==> config.mk <==
export PLATFORM = sky130hd
export DESIGN_NAME = rgb_frame_check_seq
export DESIGN_NICKNAME = d
export VERILOG_FILES = /design/src/rtl/rgb_frame_check_seq.sv
export SDC_FILE = /design/constraint.sdc
export NUM_CORES = 1
export LEC_CHECK = 0
export CORE_ASPECT_RATIO = 1.75
export CORE_MARGIN = 10
export CORE_UTILIZATION = 53
export CTS_CLUSTER_SIZE = 10
export DETAILED_ROUTE_END_ITERATION = 12
export HOLD_SLACK_MARGIN = 0.08
export PLACE_DENSITY = 0.81
export SYNTH_ARGS = -nofsm -noshare
export SYNTH_HDL_FRONTEND = slang
export SYNTH_SLANG_ARGS = --single-unit
==> constraint.sdc <==
create_clock -name pixclk -period 4.85 [get_ports pixclk]
set_clock_uncertainty 0.1 [all_clocks]
set_input_delay 0.97 -clock pixclk [delete_from_list [all_inputs] [get_ports pixclk]]
set_output_delay 0.97 -clock pixclk [all_outputs]
set_load 0.02 [all_outputs]
==> src/rtl/rgb_frame_check_seq.sv <==
// Frame sequencer for the D5M RGB pixel checker: arms on start, gates whole frames
// into the checker and flags line/frame geometry errors. Optional frame_sum via RGB_SEQ_CRC_EN.
module rgb_frame_check_seq #(
  parameter int IMG_WIDTH   = 640,
  parameter int IMG_HEIGHT  = 480,
  parameter int DATA_WIDTH  = 8,
  parameter int FRM_CNT_W   = 8,
  parameter int TIMEOUT_CYC = 1048576
) (
  input  logic                  pixclk,
  input  logic                  reset,
  input  logic                  start,
  input  logic                  abort,
  input  logic [FRM_CNT_W-1:0]  num_frames,
  input  logic                  fval,
  input  logic                  valid,
  input  logic [DATA_WIDTH-1:0] iRed,
  input  logic [DATA_WIDTH-1:0] iGreen,
  input  logic [DATA_WIDTH-1:0] iBlue,
  output logic                  chk_valid,
  output logic [DATA_WIDTH-1:0] chk_red,
  output logic [DATA_WIDTH-1:0] chk_green,
  output logic [DATA_WIDTH-1:0] chk_blue,
  output logic [15:0]           x_cnt,
  output logic [15:0]           y_cnt,
  output logic [FRM_CNT_W-1:0]  frame_cnt,
  output logic                  busy,
  output logic                  done,
  output logic                  size_err,
  output logic                  timeout_err
`ifdef RGB_SEQ_CRC_EN
  ,
  output logic [31:0]           frame_sum
`endif
);

  localparam int TMO_W = (TIMEOUT_CYC > 1) ? $clog2(TIMEOUT_CYC) : 1;

  typedef enum logic [2:0] {
    S_IDLE, S_WAIT_SOF, S_CAPTURE, S_CHECK, S_DONE
  } state_e;

  state_e                 state_q;
  logic                   fval_q, valid_q;
  logic                   chk_valid_q, busy_q, done_q, size_err_q, timeout_err_q;
  logic [DATA_WIDTH-1:0]  red_q, green_q, blue_q;
  logic [15:0]            x_cnt_q, y_cnt_q;
  logic [FRM_CNT_W-1:0]   frame_cnt_q, num_q;
  logic [TMO_W-1:0]       tmo_q;

  logic fval_rise, fval_fall, pix_acc, line_end, tmo_hit;
  logic [FRM_CNT_W-1:0] frm_inc;

  assign fval_rise = fval & ~fval_q;
  assign fval_fall = ~fval & fval_q;
  // The fval-rise cycle itself is part of the frame, so a pixel there is captured too.
  assign pix_acc   = fval & valid &
                     ((state_q == S_CAPTURE) | ((state_q == S_WAIT_SOF) & fval_rise));
  // A line still open when fval drops is closed in the same cycle.
  assign line_end  = (state_q == S_CAPTURE) & valid_q & (~valid | ~fval);
  assign tmo_hit   = (tmo_q == TMO_W'(TIMEOUT_CYC - 1));
  assign frm_inc   = frame_cnt_q + FRM_CNT_W'(1);

`ifdef RGB_SEQ_CRC_EN
  logic [31:0] acc_q, sum_q;
  logic [31:0] pix_val;
  assign pix_val = 32'({iRed, iGreen, iBlue});

  always_ff @(posedge pixclk or posedge reset) begin
    if (reset) begin
      acc_q <= '0;
      sum_q <= '0;
    end else if (!abort) begin
      case (state_q)
        S_WAIT_SOF: acc_q <= pix_acc ? pix_val : 32'd0;
        S_CAPTURE:  if (pix_acc) acc_q <= acc_q + pix_val;
        S_CHECK:    sum_q <= acc_q;
        default:    ;
      endcase
    end
  end

  assign frame_sum = sum_q;
`endif

  always_ff @(posedge pixclk or posedge reset) begin
    if (reset) begin
      state_q       <= S_IDLE;
      fval_q        <= 1'b0;
      valid_q       <= 1'b0;
      chk_valid_q   <= 1'b0;
      red_q         <= '0;
      green_q       <= '0;
      blue_q        <= '0;
      x_cnt_q       <= '0;
      y_cnt_q       <= '0;
      frame_cnt_q   <= '0;
      num_q         <= '0;
      busy_q        <= 1'b0;
      done_q        <= 1'b0;
      size_err_q    <= 1'b0;
      timeout_err_q <= 1'b0;
      tmo_q         <= '0;
    end else begin
      fval_q      <= fval;
      valid_q     <= valid;
      done_q      <= 1'b0;
      chk_valid_q <= 1'b0;
      if (abort) begin
        state_q <= S_IDLE;
        busy_q  <= 1'b0;
      end else begin
        if (pix_acc) begin
          chk_valid_q <= 1'b1;
          red_q       <= iRed;
          green_q     <= iGreen;
          blue_q      <= iBlue;
          if (x_cnt_q != 16'hFFFF) x_cnt_q <= x_cnt_q + 16'd1;
        end
        if (line_end) begin
          if (x_cnt_q != 16'(IMG_WIDTH)) size_err_q <= 1'b1;
          x_cnt_q <= '0;
          if (y_cnt_q != 16'hFFFF) y_cnt_q <= y_cnt_q + 16'd1;
        end
        case (state_q)
          S_IDLE: begin
            tmo_q <= '0;
            if (start) begin
              if (num_frames != '0) begin
                num_q         <= num_frames;
                frame_cnt_q   <= '0;
                x_cnt_q       <= '0;
                y_cnt_q       <= '0;
                size_err_q    <= 1'b0;
                timeout_err_q <= 1'b0;
                busy_q        <= 1'b1;
                state_q       <= S_WAIT_SOF;
              end else begin
                state_q <= S_DONE;
              end
            end
          end
          S_WAIT_SOF: begin
            if (fval_rise) begin
              tmo_q   <= '0;
              state_q <= S_CAPTURE;
            end else if (fval_fall) begin
              tmo_q <= '0;
            end else if (tmo_hit) begin
              timeout_err_q <= 1'b1;
              busy_q        <= 1'b0;
              state_q       <= S_DONE;
            end else begin
              tmo_q <= tmo_q + TMO_W'(1);
            end
          end
          S_CAPTURE: begin
            if (fval_fall) begin
              tmo_q   <= '0;
              state_q <= S_CHECK;
            end else if (tmo_hit) begin
              timeout_err_q <= 1'b1;
              busy_q        <= 1'b0;
              state_q       <= S_DONE;
            end else begin
              tmo_q <= tmo_q + TMO_W'(1);
            end
          end
          S_CHECK: begin
            tmo_q       <= '0;
            frame_cnt_q <= frm_inc;
            if (y_cnt_q != 16'(IMG_HEIGHT)) size_err_q <= 1'b1;
            if (frm_inc == num_q) begin
              busy_q  <= 1'b0;
              state_q <= S_DONE;
            end else begin
              x_cnt_q <= '0;
              y_cnt_q <= '0;
              state_q <= S_WAIT_SOF;
            end
          end
          S_DONE: begin
            tmo_q   <= '0;
            done_q  <= 1'b1;
            state_q <= S_IDLE;
          end
          default: begin
            busy_q  <= 1'b0;
            state_q <= S_IDLE;
          end
        endcase
      end
    end
  end

  assign chk_valid   = chk_valid_q;
  assign chk_red     = red_q;
  assign chk_green   = green_q;
  assign chk_blue    = blue_q;
  assign x_cnt       = x_cnt_q;
  assign y_cnt       = y_cnt_q;
  assign frame_cnt   = frame_cnt_q;
  assign busy        = busy_q;
  assign done        = done_q;
  assign size_err    = size_err_q;
  assign timeout_err = timeout_err_q;

endmodule

==> flow_metrics.env <==
export IMPL_outcome="finished, final reports clean"
export IMPL_synth_top_area_share=0.452
export IMPL_synthArstFlopShare=1.00
export IMPL_maxSlewHeadroom=0.289
export IMPL_cp_arrival_ns=3.30
export IMPL_grt_pass1_wl_um=25000
export IMPL_required_ns=5.00
export IMPL_drive_gt1_frac=0.0927
export IMPL_numCtsBuffers=9
export IMPL_nets=740
export IMPL_wl_um=15200
export IMPL_path_delay_family="compound AO/OA/AOI/OAI gates"
export IMPL_worstReg2RegEnd="x_cnt[10]$_DFFE_PP0N_"
export IMPL_start_util=0.545
export IMPL_fin_area_mm2=0.00708
export IMPL_vdd_drop_max_uv=283
export IMPL_path_depth=7
export IMPL_worst_slew_pin_slew_ns=1.06
export IMPL_wire_per_inst_um=18.4
export IMPL_synth_nets=646
export IMPL_reg2reg_slack_ns=1.78
export IMPL_clock_sinks=102
export IMPL_diodes=0
export IMPL_clk_latency_ns=0.35
export IMPL_postCtsSetupRepairBufs=0
export IMPL_route_detailed_drc=0
export IMPL_grt_pass1_vias=5095
export IMPL_crit_start="fval"
export IMPL_cp_start_kind="input port"
export IMPL_first_iter_violations=223
export IMPL_cts_htree_levels=3
export IMPL_end_kind="register"
export IMPL_cts_tree="yes"
export IMPL_ys_ff_latch=102
export IMPL_synth_area_per_cell_um2=9.39
export IMPL_gr_total_overflow=0
export IMPL_synth_main_ff_cell="dfrtp_1"
export IMPL_netlist_area_mm2=0.00565
export IMPL_gp_congestion=0.869
export IMPL_syn_inst=602
export IMPL_final_cell_mix="106 x clkdlybuf4s50_1, 102 x dfrtp_1, 68 x nor2_1"
export IMPL_grt_start_max_net_pins=40
export IMPL_vias=5047
export IMPL_vias_per_cell=6.10
export IMPL_maxCapViolations=0
export IMPL_reg2regPathDepth=7
export IMPL_fin_crit_sh=0.650
export IMPL_antenna_found_initial=0
export IMPL_die_w_um=98.1
export IMPL_synthTopCellsByArea="dfrtp_1 45%, mux2_2 4.8%, nor2_1 4.5%"
export IMPL_worstSetupPathType="input port to register"
export IMPL_slowest_stage="a2111oi_0"
export IMPL_core_area_mm2=0.0104
export IMPL_cp_endpoint="tmo_q[19]$_DFFE_PP0P_"
export IMPL_ys_warn_count=0
export IMPL_dp_hpwl_um=11400
export IMPL_worst_path_buf_inv=2
export IMPL_slowest_delay_ns=0.74
export IMPL_fin_crit_ns=3.15
export IMPL_regToRegStartpoint="frame_cnt[0]$_DFFE_PP0P_"
export IMPL_cts_resized=0
export IMPL_synthToLayoutAreaGrowth_pct=25.2
export IMPL_holdCritPathClass="register to register"
export IMPL_clk_path_buf_depth=2
export IMPL_leakage_nw=2.85
export IMPL_io_pins=107
export IMPL_max_freq_mhz=317
export IMPL_synth_edf_count=0
export IMPL_hold_buffers=0
export IMPL_finalSetupViolCount=0
export IMPL_slew_violations=0
export IMPL_dieArea_mm2=0.0154
export IMPL_port_buffer_count=106
export IMPL_path_cells="clkdlybuf4s50_1, nor2b_1, inv_1, a21oi_1, a2111oi_0, nor2_1, a211oi_1"
export IMPL_power_density_mw_per_mm2=338
export IMPL_rows=49
export IMPL_ys_types=67
export IMPL_path_clk_slew_ns=0.07
export IMPL_synth_area_leader_cell="dfrtp_1"
export IMPL_crit_fanout=17
export IMPL_yosysSeqAreaShare=0.452
export IMPL_fp_dieH_um=157
export IMPL_clock_root_buffer="clkbuf_16"
export IMPL_ant_nets=0
export IMPL_hold_violations=0
export IMPL_final_common_cell="clkdlybuf4s50_1"
export IMPL_track_usage=0.193
export IMPL_fin_setup_tns_ns=0
export IMPL_rsz0062_at_grt="false"
export IMPL_drt_pass1_iter_count=5
export IMPL_postPlaceCellArea_mm2=0.00678
==> cell usage after synthesis, types with 8 or more instances <==
library cell,number
nand4_1,26
a21oi_1,25
xnor2_1,13
mux2_2,24
nand2_1,63
dfrtp_1,102
and3_1,15
o21ai_0,30
clkbuf_1,14
nor3_1,15
buf_2,14
nor4_1,9
nor2_1,68
inv_1,11
nand3_1,26
or3_1,8
xor2_1,23
==> routing by layer <==
| metal | share of wire | up-vias | global-route usage |
|---|---|---|---|
| li1 | - | 2381 | - |
| met4 | 0.024 | 0 | 0.0772 |
| met5 | 0 | - | 0 |
| met2 | 0.56 | 159 | 0.361 |
| met3 | 0.062 | 27 | 0.0498 |
| met1 | 0.36 | 2480 | 0.199 |
==> cell type report <==
type / instances / area [um2]
well taps: 127 / 159
inverters: 11 / 43.8
clock buffers: 9 / 225
repair buffers: 112 / 1110
fillers: 828 / 3280
flip-flops and latches: 102 / 2550
clock inverters: 7 / 67.6
multi-input cells: 460 / 2920
==> stage by stage <==
stage / hold WS (ns) / std cells / util / setup WS (ns) / total power [mW]
after global placement: 0.384 / 812 / 0.655 / 1.40 / 1.68
after floorplan: 0.366 / 602 / - / 1.10 / 1.40
final: 0.412 / 828 / 0.683 / 1.70 / 2.40
after CTS: 0.415 / 828 / 0.683 / 1.67 / 2.42
after global routing: 0.427 / 828 / 0.683 / 1.45 / 2.49
after detailed placement: 0.398 / 812 / 0.655 / 1.27 / 1.70
==> state kept, by name, summed over array words and instances (netlist names) <==
signal       flops
chk_red          8
fval_q           1
valid_q          1
timeout_err      1
state_q          3
chk_blue         8
tmo_q           20
frame_cnt        8
size_err         1
chk_green        8
num_q            8
busy             1
done             1
y_cnt           16
chk_valid        1
x_cnt           16
==> kinds of logic after synthesis <==
kind of cell / after synthesis / synth area share
muxes: 25 / 0.0496
and+or+nand+nor: 281 / 0.260
AOI/OAI and AO/OA: 112 / 0.138
DFF: 102 / 0.452
xor gates and xnor gates: 36 / 0.0558
adders and majority gates: 6 / 0.0133
buffers and inverters: 40 / 0.0310
==> power by group <==
group	switching (mW)	total, mW	leakage, nW	internal [mW]
Clock	0.355	0.715	0.140	0.360
Combinational	0.322	0.630	1.34	0.309
Sequential	0.0843	1.05	1.37	0.965
Total	0.761	2.40	2.85	1.63
==> how the worst min path moves through the flow <==
| stage | cells after the start | endpoint | startpoint |
|---|---|---|---|
| after floorplan | 2 | num_q[0]$_DFFE_PP0P_ | num_q[0]$_DFFE_PP0P_ |
| after global placement | 2 | num_q[0]$_DFFE_PP0P_ | num_q[0]$_DFFE_PP0P_ |
| after detailed placement | 1 | chk_red[5]$_DFFE_PP0P_ | chk_red[5]$_DFFE_PP0P_ |
| after CTS | 1 | chk_red[5]$_DFFE_PP0P_ | chk_red[5]$_DFFE_PP0P_ |
| after global routing | 1 | chk_green[6]$_DFFE_PP0P_ | chk_green[6]$_DFFE_PP0P_ |
| final | 1 | chk_green[1]$_DFFE_PP0P_ | chk_green[1]$_DFFE_PP0P_ |
Power figures use the tool's default switching activity.
==> patch 1 (same flow settings) <==
Change the parameter `TIMEOUT_CYC` from 1048576 to 262144.
--- a/src/rtl/rgb_frame_check_seq.sv
+++ b/src/rtl/rgb_frame_check_seq.sv
@@ -5,7 +5,7 @@
   parameter int IMG_HEIGHT  = 480,
   parameter int DATA_WIDTH  = 8,
   parameter int FRM_CNT_W   = 8,
-  parameter int TIMEOUT_CYC = 1048576
+  parameter int TIMEOUT_CYC = 262144
 ) (
   input  logic                  pixclk,
   input  logic                  reset,
Function: no difference found for any inputs over 4 cycles, from zero or initial values and one cycle with reset high; that may be too few to reach the edited logic, so the function may still have changed.
==> patch 1 against the original RTL <==
  * Synthesized cell count fell by 11%
  * Routed wire length fell by 9.2%
  * Worst hold slack got worse by 0.0059 ns
  * Die area fell by 5.8%
  * Combinational power fell by 6.3%
  * Total power fell by 1.2%
  * Critical path depth did not move
  * Sequential share of layout area rose by 1.2 points
  * Cell area fell by 5.1%
  * Worst setup slack got worse by 0.010 ns
  * Area after synthesis fell by 6.9%
  * Sequential cell count fell by 2
  * Core utilization rose by 0.30 points
  * Largest cell class unchanged
  * Largest power group unchanged
==> patch 1: results (changes against the original RTL) <==
Synthesis
  • Seq/Total Area, Yosys: 47.6% (was 45.2%)
  • Syn avg cell area: 9.81 um2 (was 9.39 um2)
  • Most frequent cells after synthesis: dfrtp_1 (100), nor2_1 (61), nand2_1 (45) (was dfrtp_1 (102), nor2_1 (68), nand2_1 (63))

Detailed routing
  • Pre-antenna DRT Iters: 4 (was 5)
  • Mean routed wirelength per cell: 18.1 um (was 18.4 um)
  • Number of DRC markers in iteration 0: 321 (was 223)
  • Via count normalized by instance count: 5.90 (was 6.10)

Setup path
  • CP Max Fanout: 16 (was 17)
  • Worst EP arrival: 3.32 ns (was 3.30 ns)
  • CP endpoint: y_cnt[1] (was tmo_q[19])
  • Register-to-register setup slack: 1.90 ns (was 1.78 ns)
  • Slowest stage delay, CP: 0.55 ns (was 0.74 ns)
  • Slowest-stage cell, CP: or4_1 (was a2111oi_0)

GRT
  • Overall routing resource usage: 19.6% (was 19.3%)
  • Vias in the first global route: 4584 (was 5095)
  • First-pass GRT wire length: 22.6 mm (was 25.0 mm)
  • GR Layer Usage met2: 36.2% (was 36.1%)
  • Pin count of the biggest net entering global routing: 87 (was 40)

Final layout
  • Max reg flops: 18 (was 20)
  • Non-filler cells, final: 764 (was 828)
  • Nets: 678 (was 740)
  • Fillers: 750 (was 828)

Placed design
  • Hpwl dp: 10.3 mm (was 11.4 mm)
  • Placer Congestion: 0.939 (was 0.869)
  • Placed insts: 748 (was 812)

Power
  • Max IR drop VDD: 0.305 mV (was 0.283 mV)

Outcome
  • Status: completed (unchanged)
==> patch 1: report_power, final <==
| group | internal, mW | switching, mW |
|---|---|---|
| registers | 0.942 | 0.0923 |
| clock network | 0.420 | 0.322 |
| logic | 0.292 | 0.297 |
| total | 1.65 | 0.712 |
==> patch 1: cell type report <==
cell class | count | area (um2) | share of cell area [%]
Tap cell | 125 | 156 | 2.33
Clock inverter | 6 | 70.1 | 1.04
Sequential cell | 100 | 2500 | 37.3
Multi-Input combinational cell | 401 | 2610 | 38.9
Clock buffer | 10 | 239 | 3.56
Timing Repair Buffer | 109 | 1080 | 16.1
Inverter | 13 | 51.3 | 0.764
==> patch 1: layer usage <==
metal	up-vias	share of wire (%)
met3	22	7.7
met2	143	55
met1	2205	35
li1	2138	-
met5	-	0
met4	0	1.9
==> patch 1: how the worst min path moves through the flow <==
stage | from | end | slack [ns] | depth (start not counted)
floorplan | tmo_q[17] | tmo_q[17] | 0.38 | 2
global placement | busy | busy | 0.38 | 1
detailed placement | chk_red[1] | chk_red[1] | 0.40 | 1
CTS | chk_red[7] | chk_red[7] | 0.41 | 1
global route | chk_red[5] | chk_red[5] | 0.42 | 1
finish | busy | busy | 0.41 | 1
==> patch 1: metrics by stage <==
stage               utilization (%)  cell area, um2  setup WS [ns]  total power [mW]
floorplan                         -            5260           1.16              1.36
global placement               65.4            6410           1.42              1.62
detailed placement             65.4            6410           1.34              1.64
CTS                            68.6            6720           1.71              2.39
global route                   68.6            6720           1.43              2.48
finish                         68.6            6720           1.69              2.37
==> patch 1: worst reg2reg max path, cell delays in order (launching register included) <==
cell and delay [ns]:
dfrtp_1 0.52, ha_1 0.39, inv_1 0.15, or4_1 0.51, nand4_1 0.18, nor4_4 0.08, a31oi_2 0.64, o221ai_1 0.24
==> patch 1: cell families (layout without fill, tap and decap cells) <==
logic type	count (synthesis)	after routing	share of synthesized area, %
flip-flops	100	100	47.6
buffers and inverters	35	138	2.81
multiplexers	34	34	7.21
XOR/XNOR	39	39	6.49
AO/OA/AOI/OAI	91	91	11.5
adder cells (fa/ha/maj)	6	6	1.43
AND/OR/NAND/NOR	231	231	23.0
==> patch 2 (config.mk and constraints unchanged) <==
Made on the original files. Add an input register stage for `start`, `num_frames`, `fval` and `valid`, with the module's reset; this delays them by one clock. The other inputs are not delayed to match. Comments in the files are not updated.
--- a/src/rtl/rgb_frame_check_seq.sv
+++ b/src/rtl/rgb_frame_check_seq.sv
@@ -40,6 +40,25 @@
     S_IDLE, S_WAIT_SOF, S_CAPTURE, S_CHECK, S_DONE
   } state_e;
 
+  logic start_q;
+  logic [FRM_CNT_W-1:0] num_frames_q;
+  logic fval_r;
+  logic valid_r;
+
+  always_ff @(posedge pixclk or posedge reset) begin
+    if (reset) begin
+      start_q      <= '0;
+      num_frames_q <= '0;
+      fval_r       <= '0;
+      valid_r      <= '0;
+    end else begin
+      start_q      <= start;
+      num_frames_q <= num_frames;
+      fval_r       <= fval;
+      valid_r      <= valid;
+    end
+  end
+
   state_e                 state_q;
   logic                   fval_q, valid_q;
   logic                   chk_valid_q, busy_q, done_q, size_err_q, timeout_err_q;
@@ -51,13 +70,13 @@
   logic fval_rise, fval_fall, pix_acc, line_end, tmo_hit;
   logic [FRM_CNT_W-1:0] frm_inc;
 
-  assign fval_rise = fval & ~fval_q;
-  assign fval_fall = ~fval & fval_q;
+  assign fval_rise = fval_r & ~fval_q;
+  assign fval_fall = ~fval_r & fval_q;
   // The fval-rise cycle itself is part of the frame, so a pixel there is captured too.
-  assign pix_acc   = fval & valid &
+  assign pix_acc   = fval_r & valid_r &
                      ((state_q == S_CAPTURE) | ((state_q == S_WAIT_SOF) & fval_rise));
   // A line still open when fval drops is closed in the same cycle.
-  assign line_end  = (state_q == S_CAPTURE) & valid_q & (~valid | ~fval);
+  assign line_end  = (state_q == S_CAPTURE) & valid_q & (~valid_r | ~fval_r);
   assign tmo_hit   = (tmo_q == TMO_W'(TIMEOUT_CYC - 1));
   assign frm_inc   = frame_cnt_q + FRM_CNT_W'(1);
 
@@ -102,8 +121,8 @@
       timeout_err_q <= 1'b0;
       tmo_q         <= '0;
     end else begin
-      fval_q      <= fval;
-      valid_q     <= valid;
+      fval_q      <= fval_r;
+      valid_q     <= valid_r;
       done_q      <= 1'b0;
       chk_valid_q <= 1'b0;
       if (abort) begin
@@ -125,9 +144,9 @@
         case (state_q)
           S_IDLE: begin
             tmo_q <= '0;
-            if (start) begin
-              if (num_frames != '0) begin
-                num_q         <= num_frames;
+            if (start_q) begin
+              if (num_frames_q != '0) begin
+                num_q         <= num_frames_q;
                 frame_cnt_q   <= '0;
                 x_cnt_q       <= '0;
                 y_cnt_q       <= '0;
Function: changed (Yosys sat finds a counterexample within 4 cycles, from zero or initial values and one cycle with reset high).
==> patch 2 against the original RTL <==
  * Via count is 3.6% lower
  * Sequential cell count up 11
  * Sequential share of layout area increased by 2.3 points
  * Routed wire length up 0.88%
  * Critical path depth unchanged
  * Count of clock-buffer cells in the layout is 11 higher
  * Worst setup slack worse by 0.22 ns
  * Area after synthesis decreased by 0.84%
  * Sequential power is 7% higher
  * Total power is 19% higher
  * Global-route usage up 0.81 points
  * Cell area rose by 4.1%
==> patch 2: results (changes against the original RTL) <==
Outcome
  • Status: completed (unchanged)

CTS
  • H-Tree Depth: 4 (was 3)
  • Worst-path clk slew: 0.05 ns (was 0.07 ns)
  • Total CTS buffers: 17 (was 9)
  • Skew-Pair Late Insertion Delay: 0.41 ns (was 0.35 ns)

Placed design
  • Dpl ws: 1.16 ns (was 1.27 ns)
  • Placer Congestion: 0.930 (was 0.869)
  • Dpl cell area: 0.00679 mm2 (was 0.00678 mm2)

Synthesis
  • Seq/Total Area, Yosys: 50.5% (was 45.2%)
  • Synthesized net count: 604 (was 646)
  • Most frequent cells after synthesis: dfrtp_1 (113), nor2_1 (65), nand2_1 (40) (was dfrtp_1 (102), nor2_1 (68), nand2_1 (63))
  • Post-synthesis mux area share: 7.30% (was 4.96%)
  • Synth Area in Compound Gates: 11.9% (was 13.8%)
  • Adder-cell share of the synthesized area: 1.34% (was 1.33%)
  • Synth cell types: 55 (was 67)
  • Synth area leaders: dfrtp_1 (50%), mux2_2 (6.2%), nor2_1 (4.4%) (was dfrtp_1 (45%), mux2_2 (4.8%), nor2_1 (4.5%))

Power
  • Internal power: 2.07 mW (was 1.63 mW)
  • Leakage power: 2.99 nW (was 2.85 nW)
  • Max IR drop VDD: 0.296 mV (was 0.283 mV)

Setup path
  • CP top delay family: simple AND/OR/NAND/NOR gates (was compound AO/OA/AOI/OAI gates)
  • Slowest-stage cell, CP: nor2_1 (was a2111oi_0)
  • Worst EP arrival: 3.52 ns (was 3.30 ns)
  • Slowest stage delay, CP: 0.84 ns (was 0.74 ns)
  • CP Max Fanout: 16 (was 17)

Final layout
  • Share of layout cells above drive strength 1: 11.5% (was 9.27%)
  • Fillers: 716 (was 828)
  • Nets: 715 (was 740)

GRT
  • Pin count of the biggest net entering global routing: 67 (was 40)
  • Overall routing resource usage: 20.1% (was 19.3%)
  • First-pass GRT wire length: 25.2 mm (was 25.0 mm)
  • Vias in the first global route: 5009 (was 5095)

Detailed routing
  • Final WL: 15.3 mm (was 15.2 mm)
  • Via count: 4867 (was 5047)
  • Number of DRC markers in iteration 0: 354 (was 223)
-- patch 2: final timing paths --
path	startpoint	to	slack, ns	cells after the start
max in group asynchronous	reset	num_q[7]	2.81	3
hold reg to reg	valid_r	valid_q	0.34	0
min in group asynchronous	reset	chk_blue[1]	0.97	2
setup / recovery	frame_cnt[0]	y_cnt[1]	1.48	7
hold / removal	valid_r	valid_q	0.34	0
setup reg to reg	frame_cnt[0]	y_cnt[1]	1.48	7
-- patch 2: routing by layer --
| layer | vias to the layer above | wire [um] | part of all wire, % | track usage (%) |
|---|---|---|---|---|
| met3 | 53 | 623 | 4.1 | 4.30 |
| li1 | 2243 | - | - | - |
| met2 | 154 | 8940 | 58 | 39.5 |
| met1 | 2417 | 5220 | 34 | 19.0 |
| met5 | - | 0 | 0 | 0 |
| met4 | 0 | 540 | 3.5 | 9.60 |
-- patch 2: kinds of logic (layout without fill, tap and decap cells) --
family,count (synthesis),after routing
buf+inv,37,161
compound gates,101,101
mux,37,37
fa+ha+maj,6,6
simple gates,234,234
flops,113,113
xor+xnor,32,32
-- patch 2: layout make-up --
type	count	area, um2	share of cell area, %
flip-flops and latches	113	2830	38.4
multi-input cells	410	2630	35.7
repair buffers	111	1100	14.9
clock buffers	20	447	6.06
well taps	127	159	2.16
clock inverters	12	135	1.83
inverters	18	70.1	0.951
-- patch 2: power by group through the flow --
stage                     Combinational (mW)  Sequential, mW  Clock [mW]
after CTS                              0.519            1.12        1.22
after detailed placement               0.514            1.13           0
final                                  0.512            1.12        1.21
after global routing                   0.544            1.13        1.27
after floorplan                        0.181            1.21           0
after global placement                 0.505            1.12           0
-- patch 2: metrics by stage --
stage	hold WS [ns]	instances	power, mW
after floorplan	0.275	560	1.39
after global placement	0.317	779	1.63
after detailed placement	0.319	779	1.64
after CTS	0.339	811	2.86
after global routing	0.360	811	2.94
final	0.344	811	2.84
-- patch 2: worst reg2reg max path, cell delays in order (launching register included) --
cell and delay (ns):
dfrtp_1 0.57, ha_1 0.42, nand3_1 0.27, o311a_1 0.41, a2bb2oi_1 0.23, a211oi_2 0.20, nor2_1 0.84, o31ai_1 0.16
